==> config.mk <==
export PLATFORM = sky130hd
export DESIGN_NAME = skp_scheduler
export DESIGN_NICKNAME = d
export VERILOG_FILES = /design/src/rtl/pcie_ltssm_pkg.sv /design/src/rtl/skp_interval_counter.sv /design/src/rtl/skp_scheduler.sv
export SDC_FILE = /design/constraint.sdc
export NUM_CORES = 1
export LEC_CHECK = 0
export CAP_MARGIN = 20
export CELL_PAD_IN_SITES_DETAIL_PLACEMENT = 1
export CELL_PAD_IN_SITES_GLOBAL_PLACEMENT = 1
export CORE_ASPECT_RATIO = 0.6
export CORE_MARGIN = 1
export CORE_UTILIZATION = 39
export CTS_CLUSTER_DIAMETER = 200
export DETAILED_ROUTE_END_ITERATION = 10
export PLACE_DENSITY_LB_ADDON = 0.05
export SLEW_MARGIN = 20
export SYNTH_ARGS = -nofsm -noshare
export SYNTH_HDL_FRONTEND = slang
export SYNTH_SLANG_ARGS = --single-unit
==> constraint.sdc <==
create_clock -name clk -period 2.36 [get_ports clk]
set_clock_uncertainty 0.15 [all_clocks]
set_input_delay 0.708 -clock clk [delete_from_list [all_inputs] [get_ports clk]]
set_output_delay 0.708 -clock clk [all_outputs]
set_load 0.02 [all_outputs]
==> src/rtl/pcie_ltssm_pkg.sv <==
// Shared LTSSM-side definitions: generation encoding, SKP scheduler state, default intervals.
package pcie_ltssm_pkg;

   localparam logic GEN_LOW  = 1'b0;   // 8b/10b rates, 4-symbol SKP
   localparam logic GEN_HIGH = 1'b1;   // 128b/130b rates, 16-symbol SKP

   localparam int SKP_INT_LOW_DEF  = 1180;
   localparam int SKP_INT_HIGH_DEF = 5920;   // 370 blocks x 16 symbols
   localparam int MAX_PENDING_DEF  = 4;
   localparam int CNT_WIDTH_DEF    = 13;
   localparam int SKP_TIMEOUT_DEF  = 32;

   typedef enum logic [1:0] {
      IDLE       = 2'd0,
      ARMED      = 2'd1,
      SKP_ACTIVE = 2'd2
   } skp_state_e;

endpackage

==> src/rtl/skp_interval_counter.sv <==
// Gen-selected modulo symbol counter; pulses hit_o on the last symbol of each interval.
module skp_interval_counter
   import pcie_ltssm_pkg::*;
#(
   parameter int INT_LOW   = SKP_INT_LOW_DEF,
   parameter int INT_HIGH  = SKP_INT_HIGH_DEF,
   parameter int CNT_WIDTH = CNT_WIDTH_DEF
) (
   input  logic clk,
   input  logic rst,
   input  logic gen_i,
   input  logic adv_i,    // one symbol time elapsed
   input  logic clr_i,    // flush; wins over advance and suppresses the hit
   output logic hit_o
);

   logic [CNT_WIDTH-1:0] cnt_q, cnt_d, last;

   assign last  = (gen_i == GEN_HIGH) ? CNT_WIDTH'(INT_HIGH - 1) : CNT_WIDTH'(INT_LOW - 1);
   assign hit_o = adv_i && !clr_i && (cnt_q == last);

   // Next count: clear, wrap on the interval's last symbol, or step
   always_comb begin
      cnt_d = cnt_q;
      if (clr_i)
         cnt_d = '0;
      else if (adv_i)
         cnt_d = hit_o ? '0 : cnt_q + CNT_WIDTH'(1);
   end

   // Counter register
   always_ff @(posedge clk or negedge rst) begin
      if (!rst) cnt_q <= '0;
      else      cnt_q <= cnt_d;
   end

endmodule

==> src/rtl/skp_scheduler.sv <==
// SKP ordered-set scheduler: queues interval expiries and releases each SKP on an OS/data boundary.
module skp_scheduler
   import pcie_ltssm_pkg::*;
#(
   parameter int SKP_INT_LOW  = SKP_INT_LOW_DEF,
   parameter int SKP_INT_HIGH = SKP_INT_HIGH_DEF,
   parameter int MAX_PENDING  = MAX_PENDING_DEF,
   parameter int CNT_WIDTH    = CNT_WIDTH_DEF,
   parameter int SKP_TIMEOUT  = SKP_TIMEOUT_DEF
) (
   input  logic       clk,
   input  logic       rst,
   input  logic       gen,
   input  logic       enable_LTSSM,
   input  logic       tx_eidle,
   input  logic       sched_clr,
   input  logic       os_creator_done,
   input  logic       data_boundary,
   input  logic       skp_done,
   output logic       skp_enable,
   output logic [2:0] skp_pending,
   output logic       skp_overflow,
   output logic       skp_timeout_err
);

   localparam int         TMO_W    = $clog2(SKP_TIMEOUT + 1);
   localparam logic [2:0] PEND_MAX = 3'(MAX_PENDING);

   skp_state_e        state_q, state_d;
   logic [2:0]        pend_q, pend_d;
   logic [TMO_W-1:0]  tmo_q, tmo_d;
   logic              en_q, en_d, ovf_q, ovf_d, err_q, err_d;
   logic              flush, hit, done_act, tmo_fire, dec;

   assign flush = tx_eidle || sched_clr;

   skp_interval_counter #(
      .INT_LOW   (SKP_INT_LOW),
      .INT_HIGH  (SKP_INT_HIGH),
      .CNT_WIDTH (CNT_WIDTH)
   ) u_cnt (
      .clk   (clk),
      .rst   (rst),
      .gen_i (gen),
      .adv_i (enable_LTSSM && !tx_eidle),
      .clr_i (flush),
      .hit_o (hit)
   );

   assign done_act = (state_q == SKP_ACTIVE) && skp_done;
   // skp_done on the same cycle wins over the timeout
   assign tmo_fire = (state_q == SKP_ACTIVE) && !skp_done && enable_LTSSM &&
                     (tmo_q == TMO_W'(SKP_TIMEOUT - 1));
   assign dec      = done_act || tmo_fire;

   // Queue update, FSM next state and timeout counter; flush overrides everything
   always_comb begin
      pend_d  = pend_q;
      ovf_d   = ovf_q;
      err_d   = err_q;
      state_d = state_q;
      tmo_d   = '0;

      // A hit and a completion in the same cycle cancel out
      if (hit && !dec) begin
         if (pend_q == PEND_MAX) ovf_d  = 1'b1;
         else                    pend_d = pend_q + 3'd1;
      end else if (!hit && dec && pend_q != 3'd0) begin
         pend_d = pend_q - 3'd1;
      end

      case (state_q)
         IDLE:
            if (pend_q != 3'd0 || hit) state_d = ARMED;
         ARMED:
            if ((os_creator_done || data_boundary) && enable_LTSSM) state_d = SKP_ACTIVE;
         SKP_ACTIVE: begin
            if (skp_done) begin
               // Back-to-back SKP when more are queued; timeout restarts either way
               if (pend_d == 3'd0) state_d = IDLE;
            end else if (tmo_fire) begin
               err_d   = 1'b1;
               state_d = IDLE;
            end else if (enable_LTSSM) begin
               tmo_d = tmo_q + TMO_W'(1);
            end else begin
               tmo_d = tmo_q;
            end
         end
         default: state_d = IDLE;
      endcase

      if (flush) begin
         state_d = IDLE;
         pend_d  = '0;
         tmo_d   = '0;
         ovf_d   = ovf_q;
         err_d   = err_q;
      end

      en_d = (state_d == SKP_ACTIVE);
   end

   // State, queue, flags and registered skp_enable
   always_ff @(posedge clk or negedge rst) begin
      if (!rst) begin
         state_q <= IDLE;
         pend_q  <= '0;
         tmo_q   <= '0;
         en_q    <= 1'b0;
         ovf_q   <= 1'b0;
         err_q   <= 1'b0;
      end else begin
         state_q <= state_d;
         pend_q  <= pend_d;
         tmo_q   <= tmo_d;
         en_q    <= en_d;
         ovf_q   <= ovf_d;
         err_q   <= err_d;
      end
   end

   assign skp_enable      = en_q;
   assign skp_pending     = pend_q;
   assign skp_overflow    = ovf_q;
   assign skp_timeout_err = err_q;

endmodule

==> results.yml, run 1 <==
run_status:
  status: "complete, but fails checks"
  violations: "negative setup slack"
cts:
  cts_buffers: 3
  cts_max_level: 1
  clkSinkCount: 27
  cts_root_buffer: "clkbuf_8"
  path_clk_slew_ns: 0.09
  clk_latency_ns: 0.28
  cts_tree: "yes"
  max-clock-path-buffers: 2
synthesis:
  ys_seq_elements: 27
  synth.area.top_cells: "dfrtp_1 (41%), a21oi_1 (3.9%), ha_1 (3.8%)"
  synth-async-reset-ratio_pct: 100.0
  syn-cell-area_mm2: 0.001667
  synth.top_cell.area_share_pct: 40.54
  syn_nets: 194
  yosysWarnings: 0
  synth_largest_area_cell: "dfrtp_1"
  synth_edf_count: 0
  synth_cells: 180
  synth_cell_types: 50
  synth_ff_type: "dfrtp_1"
  syn_avg_cell_area_um2: 9.259
  synth_seq_area_share_pct: 40.54
routing:
  initialDrtViolationCount: 109
  avgViaCountPerCell: 5.591
  ant_nets: 0
  wl_per_cell_um: 19.11
  wl_met2_mm: 2.591
  wl_met1_mm: 2.641
  wl_mm: 5.695
  dr_wl_met3_um: 373
  vias: 1666
  highest_layer: "met4"
  drc: 0
  drt_pass1_iterations: 4
setup_path:
  cp.arrival_ns: 2.47
  critPathBufInv: 0
  start_kind: "flip-flop"
  crit_family: "simple AND/OR/NAND/NOR gates"
  max_stage_delay_ns: 0.52
  regToRegSetupSlack_ns: -0.06
  r2r_end: "state_q[1]$_DFF_PN0_"
  cp-end-kind: "flip-flop"
  startpoint: "u_cnt.cnt_q[0]$_DFFE_PN0P_"
  path_cells: "ha_2 > nand4b_1 > or4b_4 > or3_4 > nor3b_4 > o31ai_4 > a21oi_2"
  endpoint: "state_q[1]$_DFF_PN0_"
  slowest_stage: "or4b_4"
  reg2reg_depth: 7
  required_ns: 2.41
  rr_startpoint: "u_cnt.cnt_q[0]$_DFFE_PN0P_"
  path_depth: 7
  crit_fanout: 4
  path_class: "reg2reg"
power:
  power_uw: 818.0
  leakagePower_uw: 0.0009688
  vdd_drop_max_uv: 188.9
  p_per_area_mw_per_mm2: 346.7
finish:
  final_cell_mix: "buf_4 (46), dfrtp_1 (27), nor2_1 (14), nand2_1 (14)"
  areaGrowthSynthToFinish_pct: 41.59
  final_common_cell: "buf_4"
  diodes: 0
  fin_nets: 256
  fillers: 466
  drive_gt1_share_pct: 34.02
  utilization_pct: 60.96
placed_design:
  dp_hpwl_mm: 3.964
  gp_congestion: 0.8282
  port_buffers: 14
  post-place-ws_ns: -0.6072
sta:
  fin_crit_sh_pct: 102.6
  hold_violations: 0
  slew_violations: 0
  max_clock_freq_ghz: 0.4132
  min_period_ns: 2.420
  relSlewSlack_pct: 68.61
  finalSetupViolCount: 2
  tns_ns: -0.06289
  grt_setup_unrepaired: "yes"
  tightest_slew_ns: 0.4672
  worst_slack_ns: -0.06022
  hold_slack_ns: 0.3315
die:
  die_w_um: 86.40
  rows: 17
  die_h_um: 52.64
  die-area_mm2: 0.004547
  start_util_pct: 43.05
  io_pins: 15
  core_area_mm2: 0.003871
grt:
  grt_max_degree: 28
  antenna_found_initial: 0
  gr-total-overflow: 0
  first_global_vias: 1746
  grt.total_usage_pct: 27.81
  grt_pass1_wl_mm: 9.135
flow_run:
  maxCapViolations: 0
min_path:
  holdCritPathClass: "reg2reg"
-- where the power goes --
part           total (uW)  switching, uW  internal, uW
registers             467           2.13           464
clock network         275            154           121
logic                76.2           40.8          35.4
-- logic make-up after synthesis --
logic type	share of synthesized area [%]
flops	40.54
compound gates	18.02
fa+ha+maj	3.754
mux	1.877
buf+inv	2.928
simple gates	28.15
xor+xnor	4.730
-- routing by layer --
layer / GRT usage [%] / up-vias
li1: - / 786
met2: 45.77 / 52
met5: 0 / -
met1: 37.05 / 818
met3: 5.827 / 10
met4: 8.333 / 0
-- worst min-delay path, stage by stage (launching register included) --
cell	delay [ns]
dfrtp_1	0.36
inv_1	0.04
o31ai_1	0.05
-- Yosys cell counts, types with 5 or more instances --
cell,count
a21oi_1,13
a31oi_1,8
dfrtp_1,27
ha_1,5
inv_1,7
nand2_1,14
nand3_1,10
nor2_1,14
nor3_1,6
o21ai_0,11
or3_1,5
xnor2_1,6
-- state kept, by name (all words and copies together), names as in the netlist --
signal / flops
skp_enable: 1
skp_pending: 3
tmo_q: 6
skp_overflow: 1
u_cnt.cnt_q: 13
state_q: 2
skp_timeout_err: 1
-- worst min-delay path by stage --
stage | start | endpoint | slack, ns | cells past startpoint
final | skp_overflow$_DFFE_PN0P_ | skp_overflow$_DFFE_PN0P_ | 0.33 | 2
after global routing | skp_overflow$_DFFE_PN0P_ | skp_overflow$_DFFE_PN0P_ | 0.38 | 2
after CTS | skp_overflow$_DFFE_PN0P_ | skp_overflow$_DFFE_PN0P_ | 0.34 | 2
after detailed placement | skp_overflow$_DFFE_PN0P_ | skp_overflow$_DFFE_PN0P_ | 0.31 | 2
after global placement | skp_overflow$_DFFE_PN0P_ | skp_overflow$_DFFE_PN0P_ | 0.30 | 2
after floorplan | rst | skp_enable$_DFF_PN0_ | 0.26 | 0
-- area by class of cell --
cell class,instances,area (um^2),area share (%)
sequential,27,675.6,28.63
inverter,7,26.28,1.113
timing repair buffer,60,483.0,20.47
tap,57,71.32,3.022
multi-input combinational,143,1059,44.86
clock buffer,4,45.04,1.909
-- per-stage QoR --
| step | instances | cell area [um^2] |
|---|---|---|
| after floorplan | 180 | 1667 |
| after global placement | 280 | 2096 |
| after detailed placement | 280 | 2096 |
| after CTS | 296 | 2311 |
| after global routing | 298 | 2360 |
| final | 298 | 2360 |
-- repair_timing --
item                                    in CTS  in global routing
setup buffers                               12                  2
endpoints found under the setup margin      20                 15
pin swaps                                    9                 10
resized for setup                           21                  9
hold buffers                                 0                  0
No activity file was read; power rests on OpenSTA's default activity.
==> inputs of run 2 (changes only) <==
HOLD_SLACK_MARGIN = 0.1   (was unset)
==> results of run 2 <==
The final DEF is identical to that of run 1; final timing and power are the same.
